### src/rtl/alu_share_ctrl_if.sv
// Requester/response handshake bundle for the shared add/sub controller.
// Latency: none, wiring only.
// Backpressure: carries valid/ready pairs for both requesters and the response.
interface alu_share_ctrl_if #(
  parameter int WIDTH = 4
);
  logic             req0_valid;
  logic             req0_ready;
  logic [WIDTH-1:0] req0_a;
  logic [WIDTH-1:0] req0_b;
  logic             req0_op;

  logic             req1_valid;
  logic             req1_ready;
  logic [WIDTH-1:0] req1_a;
  logic [WIDTH-1:0] req1_b;
  logic             req1_op;

  logic             rsp_valid;
  logic             rsp_ready;
  logic             rsp_id;
  logic [WIDTH-1:0] rsp_data;
  logic             rsp_co;

  // Requesting logic and result consumer
  modport master (
    output req0_valid, req0_a, req0_b, req0_op,
    input  req0_ready,
    output req1_valid, req1_a, req1_b, req1_op,
    input  req1_ready,
    input  rsp_valid, rsp_id, rsp_data, rsp_co,
    output rsp_ready
  );

  // Controller side
  modport slave (
    input  req0_valid, req0_a, req0_b, req0_op,
    output req0_ready,
    input  req1_valid, req1_a, req1_b, req1_op,
    output req1_ready,
    output rsp_valid, rsp_id, rsp_data, rsp_co,
    input  rsp_ready
  );
endinterface

### src/rtl/alu_share_ctrl.sv
// Round-robin controller time-sharing one WIDTH-bit add/sub datapath between two requesters.
// Latency: accept in cycle N, result valid in cycle N+2; one operation per 3 cycles at best.
// Backpressure: result held stable while rsp_ready is low; no new request accepted until it drains.
module alu_share_ctrl #(
  parameter int WIDTH = 4
) (
  input  logic              clk,
  input  logic              rst_n,
  alu_share_ctrl_if.slave   bus,
  output logic              busy
);

  localparam logic [1:0] IDLE = 2'b00;
  localparam logic [1:0] CALC = 2'b01;
  localparam logic [1:0] RESP = 2'b10;

  logic [1:0]       state;
  logic [1:0]       state_nxt;
  logic             last_grant;
  logic             gnt0;
  logic             gnt1;
  logic             accept;

  logic [WIDTH-1:0] opnd_a;
  logic [WIDTH-1:0] opnd_b;
  logic             opnd_op;
  logic             opnd_id;
  logic [WIDTH:0]   result;

  logic [WIDTH-1:0] rsp_data_q;
  logic             rsp_co_q;
  logic             rsp_id_q;

  // Round-robin grant; readies only in IDLE and held low while reset is asserted
  always_comb begin
    gnt0 = 1'b0;
    gnt1 = 1'b0;
    if (rst_n && (state == IDLE)) begin
      if (bus.req0_valid && bus.req1_valid) begin
        gnt0 = last_grant;
        gnt1 = ~last_grant;
      end else begin
        gnt0 = bus.req0_valid;
        gnt1 = bus.req1_valid;
      end
    end
  end

  assign accept         = gnt0 | gnt1;
  assign bus.req0_ready = gnt0;
  assign bus.req1_ready = gnt1;

  // Shared datapath: extra top bit is carry for add, borrow for subtract
  always_comb begin
    result = '0;
    if (opnd_op) begin
      result = {1'b0, opnd_a} - {1'b0, opnd_b};
    end else begin
      result = {1'b0, opnd_a} + {1'b0, opnd_b};
    end
  end

  // Next-state sequencing: capture -> compute -> hold result until consumed
  always_comb begin
    state_nxt = state;
    case (state)
      IDLE:    if (accept) state_nxt = CALC;
      CALC:    state_nxt = RESP;
      RESP:    if (bus.rsp_ready) state_nxt = IDLE;
      default: state_nxt = IDLE;
    endcase
  end

  // State register
  always_ff @(posedge clk or negedge rst_n) begin
    if (!rst_n) begin
      state <= IDLE;
    end else begin
      state <= state_nxt;
    end
  end

  // Operand capture and grant history, updated only on the accept edge
  always_ff @(posedge clk or negedge rst_n) begin
    if (!rst_n) begin
      last_grant <= 1'b1;
      opnd_a     <= '0;
      opnd_b     <= '0;
      opnd_op    <= 1'b0;
      opnd_id    <= 1'b0;
    end else if (accept) begin
      last_grant <= gnt1;
      opnd_id    <= gnt1;
      opnd_a     <= gnt1 ? bus.req1_a  : bus.req0_a;
      opnd_b     <= gnt1 ? bus.req1_b  : bus.req0_b;
      opnd_op    <= gnt1 ? bus.req1_op : bus.req0_op;
    end
  end

  // Result registers load once in CALC and stay stable through RESP
  always_ff @(posedge clk or negedge rst_n) begin
    if (!rst_n) begin
      rsp_data_q <= '0;
      rsp_co_q   <= 1'b0;
      rsp_id_q   <= 1'b0;
    end else if (state == CALC) begin
      rsp_data_q <= result[WIDTH-1:0];
      rsp_co_q   <= result[WIDTH];
      rsp_id_q   <= opnd_id;
    end
  end

  assign bus.rsp_valid = (state == RESP);
  assign bus.rsp_data  = rsp_data_q;
  assign bus.rsp_co    = rsp_co_q;
  assign bus.rsp_id    = rsp_id_q;
  assign busy          = (state != IDLE);

endmodule
### src/flat_wrapper.sv
// flat-port wrapper written by rule: the top's interface ports become plain ports
module alu_share_ctrl_flat 
#(
  parameter int WIDTH = 4
)
  (clk, rst_n, busy, bus_req0_valid, bus_req0_a, bus_req0_b, bus_req0_op, bus_req0_ready, bus_req1_valid, bus_req1_a, bus_req1_b, bus_req1_op, bus_req1_ready, bus_rsp_valid, bus_rsp_id, bus_rsp_data, bus_rsp_co, bus_rsp_ready);
  alu_share_ctrl_if #(.WIDTH(WIDTH)) bus_i ();
  input  logic clk;
  input  logic rst_n;
  output logic busy;
  input wire logic [$bits(bus_i.req0_valid)-1:0] bus_req0_valid;
  input wire logic [$bits(bus_i.req0_a)-1:0] bus_req0_a;
  input wire logic [$bits(bus_i.req0_b)-1:0] bus_req0_b;
  input wire logic [$bits(bus_i.req0_op)-1:0] bus_req0_op;
  output wire logic [$bits(bus_i.req0_ready)-1:0] bus_req0_ready;
  input wire logic [$bits(bus_i.req1_valid)-1:0] bus_req1_valid;
  input wire logic [$bits(bus_i.req1_a)-1:0] bus_req1_a;
  input wire logic [$bits(bus_i.req1_b)-1:0] bus_req1_b;
  input wire logic [$bits(bus_i.req1_op)-1:0] bus_req1_op;
  output wire logic [$bits(bus_i.req1_ready)-1:0] bus_req1_ready;
  output wire logic [$bits(bus_i.rsp_valid)-1:0] bus_rsp_valid;
  output wire logic [$bits(bus_i.rsp_id)-1:0] bus_rsp_id;
  output wire logic [$bits(bus_i.rsp_data)-1:0] bus_rsp_data;
  output wire logic [$bits(bus_i.rsp_co)-1:0] bus_rsp_co;
  input wire logic [$bits(bus_i.rsp_ready)-1:0] bus_rsp_ready;
  assign bus_i.req0_valid = bus_req0_valid;
  assign bus_i.req0_a = bus_req0_a;
  assign bus_i.req0_b = bus_req0_b;
  assign bus_i.req0_op = bus_req0_op;
  assign bus_req0_ready = bus_i.req0_ready;
  assign bus_i.req1_valid = bus_req1_valid;
  assign bus_i.req1_a = bus_req1_a;
  assign bus_i.req1_b = bus_req1_b;
  assign bus_i.req1_op = bus_req1_op;
  assign bus_req1_ready = bus_i.req1_ready;
  assign bus_rsp_valid = bus_i.rsp_valid;
  assign bus_rsp_id = bus_i.rsp_id;
  assign bus_rsp_data = bus_i.rsp_data;
  assign bus_rsp_co = bus_i.rsp_co;
  assign bus_i.rsp_ready = bus_rsp_ready;
  alu_share_ctrl #(.WIDTH(WIDTH)) u_core (.clk(clk), .rst_n(rst_n), .bus(bus_i), .busy(busy));
endmodule
### config.mk
export PLATFORM = sky130hd
export DESIGN_NAME = alu_share_ctrl_flat
export DESIGN_NICKNAME = d
export VERILOG_FILES = /design/src/rtl/alu_share_ctrl_if.sv /design/src/rtl/alu_share_ctrl.sv /design/src/flat_wrapper.sv
export SDC_FILE = /design/constraint.sdc
export NUM_CORES = 1
export LEC_CHECK = 0
export BUFFER_PORTS_ARGS = -buffer_cell sky130_fd_sc_hd__buf_2
export CAP_MARGIN = 20
export CORE_MARGIN = 3
export CORE_UTILIZATION = 44
export CTS_BUF_LIST = sky130_fd_sc_hd__clkbuf_16
export DETAILED_ROUTE_END_ITERATION = 16
export GPL_TIMING_DRIVEN = 1
export PLACE_DENSITY = 0.74
export SLEW_MARGIN = 15
export SYNTH_ARGS = -nofsm -noshare
export SYNTH_HDL_FRONTEND = slang
export SYNTH_SLANG_ARGS = --single-unit
export TNS_END_PERCENT = 20
### constraint.sdc
create_clock -name clk -period 2.2 [get_ports clk]
set_clock_uncertainty 0.15 [all_clocks]
set_input_delay 0.55 -clock clk [delete_from_list [all_inputs] [get_ports clk]]
set_output_delay 0.55 -clock clk [all_outputs]
set_load 0.01 [all_outputs]
==> impl_results.md <==
* Max Slew Vio Count at 0
* Commonest non-fill, non-tap cell in the layout: buf_2
* CTS Buf Count at 3
* CTS root buf: clkbuf_16
* Drt drc at 0
* Clock Latency Late Sink at 0.25 ns
* Starting Density at 49.28%
* CTS tree: built
* # Max-Cap Violations at 0
* Design area at 1339 um2
* Max-slew headroom at 53.23%
* Synth warn at 0
* Height of the die at 54.29 um
* Placed Instances at 161
* Die W at 54.29 um
* Initial DRC count at 7
* Most frequent cells in the layout: buf_2 (32), nand2_1 (18), dfrtp_1 (18)
* Number of top-level pins at 33
* Routed via count at 804
* Pre-antenna DRT Iters at 3
* WL/cell at 12.57 um
* Die footprint at 2947 um2
* RSZ-0062 raised after global routing: false
* Worst Path Required at 2.21 ns
* Syn Nets at 132
* Synth-to-Final Area Change at 30.49%
* Initial antenna violation count at 0
* Period utilization at 95.05%
* Antenna Nets Post-Route at 0
* Critical path type: reg2reg
* Mapped Area at 1026 um2
* Largest net degree at the start of global routing at 22
* FF+latch count, synth at 19
* Final setup TNS at 0 ns
* Largest cells by area after synthesis: dfrtp_1 (44%), mux2i_1 (9.8%), nand2_1 (6.6%)
* Crit-path max FO at 2
* Pwr per Cell Area at 1470 nW/um2
* Hold_buf cts at 0
* Total GRT Usage at 16.58%
* Mapped Cells at 103
* Overflow after GRT at 0
* CP Launch Type: flip-flop
* Final setup violating endpoints at 0
* Max frequency at 478.2 MHz
* RD Place Congestion at 0.8023
* Sinks on Clock Net at 19
* # nets final at 169
* First-pass GRT wire length at 3450 um
* FF-to-FF path depth at 8
* Synth top area share at 43.90%
* Worst Tran Pin Value at 0.7015 ns
* Longest Clk Path Bufs at 2
* Number of global-route vias before repair at 813
* Share of layout cells above drive strength 1 at 35.97%
* Type of the worst min-delay path: in2async
* Synth unique cells at 26
* Post-Layout Cell Count at 166
* Final critical-path required period at 2.091 ns
* Part of the Yosys area used for sequential elements at 46.46%
* Post-synth top area cell: dfrtp_1
* Synthesized area per cell at 9.961 um2
* Clk slew on worst S/H paths at 0.06 ns
* H-tree depth at 1
* PortBufs at 32
* Hold Vio Cnt, Final at 0
* Static Leakage at 0.7363 nW
* Worst IR Drop VDD at 751.2 uV
* Detailed Route WL at 2086 um
* Critical path arrival at 2.10 ns
* Via density at 4.843
* Ant diodes at 0
* Cell row count at 16
* Status: completed
* Hpwl dp at 1500 um
* Core box area at 2082 um2
* Cell Area, Placed at 1219 um2
* Crit path capture type: flip-flop
[metal layers]
layer  vias up  wire length (um)  GRT usage (%)
li1        419                 -              -
met1       362               869          19.55
met2        19              1112          29.28
met3         4                89          3.542
met4         0                15          6.224
met5         -                 0              0
[logic make-up after synthesis]
kind of cell    Yosys count  synth area share (%)
flops                    19                 46.46
xor+xnor                  4                 3.414
simple gates             31                 14.51
buf+inv                  11                 4.878
compound gates           20                 10.73
mux                      12                 11.95
fa+ha+maj                 6                 8.049
[worst max-delay path, cell delays in order, from the launching register on]
cell	delay [ns]
dfrtp_1	0.39
inv_1	0.10
ha_4	0.21
mux2i_4	0.18
ha_1	0.26
nor2b_1	0.14
o21a_1	0.19
o21a_1	0.17
o31ai_1	0.20
[final cells by class]
cell class / instances / area (um2)
well taps: 27 / 33.78
inverters: 7 / 26.28
clock inverters: 1 / 5.005
flip-flops and latches: 19 / 476.7
repair buffers: 36 / 190.2
multi-input cells: 73 / 531.8
clock buffers: 3 / 75.07
fillers: 172 / 743.2
[path summary, 6_finish.rpt]
path | from | endpoint | slack (ns)
max | u_core.opnd_b[1] | u_core.bus.rsp_data[3] | 0.11
min | rst_n | u_core.bus.rsp_data[0] | 0.11
max reg2reg | u_core.opnd_b[1] | u_core.bus.rsp_data[3] | 0.11
min reg2reg | u_core.last_grant | u_core.last_grant | 0.31
max in group asynchronous | rst_n | u_core.last_grant | 1.53
min in group clk | u_core.last_grant | u_core.last_grant | 0.31
[registers in the layout, summed over array words and instances, names as in the netlist]
name / count
u_core.opnd_b: 4
u_core.last_grant: 1
u_core.state: 2
u_core.bus.rsp_data: 4
u_core.bus.rsp_co: 1
u_core.opnd_op: 1
u_core.opnd_id: 1
u_core.bus.rsp_id: 1
u_core.opnd_a: 4
[synthesized netlist by cell type, drive strengths merged]
master  number
nor2b        1
fa           1
inv          7
a21o         1
buf          2
nor3b        1
mux2i       10
nor3         2
clkbuf       2
nand2b       3
nand3        1
or2          1
ha           5
nor2         3
o31ai        1
o21ai       14
dfstp        1
o21a         2
mux2         2
dfrtp       18
xnor2        4
and3         1
nand2       18
a21oi        2
[where the power goes]
| group | switching, W | total (W) | internal, W | leakage, nW |
|---|---|---|---|---|
| registers | 0.000105 | 0.000609 | 0.000504 | 0.234 |
| clock network | 0.000129 | 0.000372 | 0.000244 | 0.0409 |
| logic | 0.000488 | 0.000987 | 0.000498 | 0.462 |
| total | 0.000722 | 0.00197 | 0.00125 | 0.736 |
[metrics by stage]
| step | hold slack (ns) | util [%] | setup slack, ns | total power [W] |
|---|---|---|---|---|
| floorplan | 0.1044 | - | 0.1621 | 0.001245 |
| global placement | 0.3030 | 58.53 | 0.07689 | 0.001433 |
| detailed placement | 0.3057 | 58.53 | -0.04832 | 0.001485 |
| CTS | 0.1162 | 62.92 | 0.01622 | 0.001911 |
| global route | 0.1295 | 64.30 | 0.01530 | 0.002157 |
| finish | 0.1072 | 64.30 | 0.1090 | 0.001968 |
[what timing repair did]
| item | in CTS | in global routing |
|---|---|---|
| endpoints found under the setup margin | 1 | 2 |
| buffers inserted | 1 | 0 |
| endpoints found under the hold margin | 0 | 0 |
| pin swaps | 0 | 1 |
| gates resized for setup | 1 | 3 |
Power figures use the tool's default switching activity.
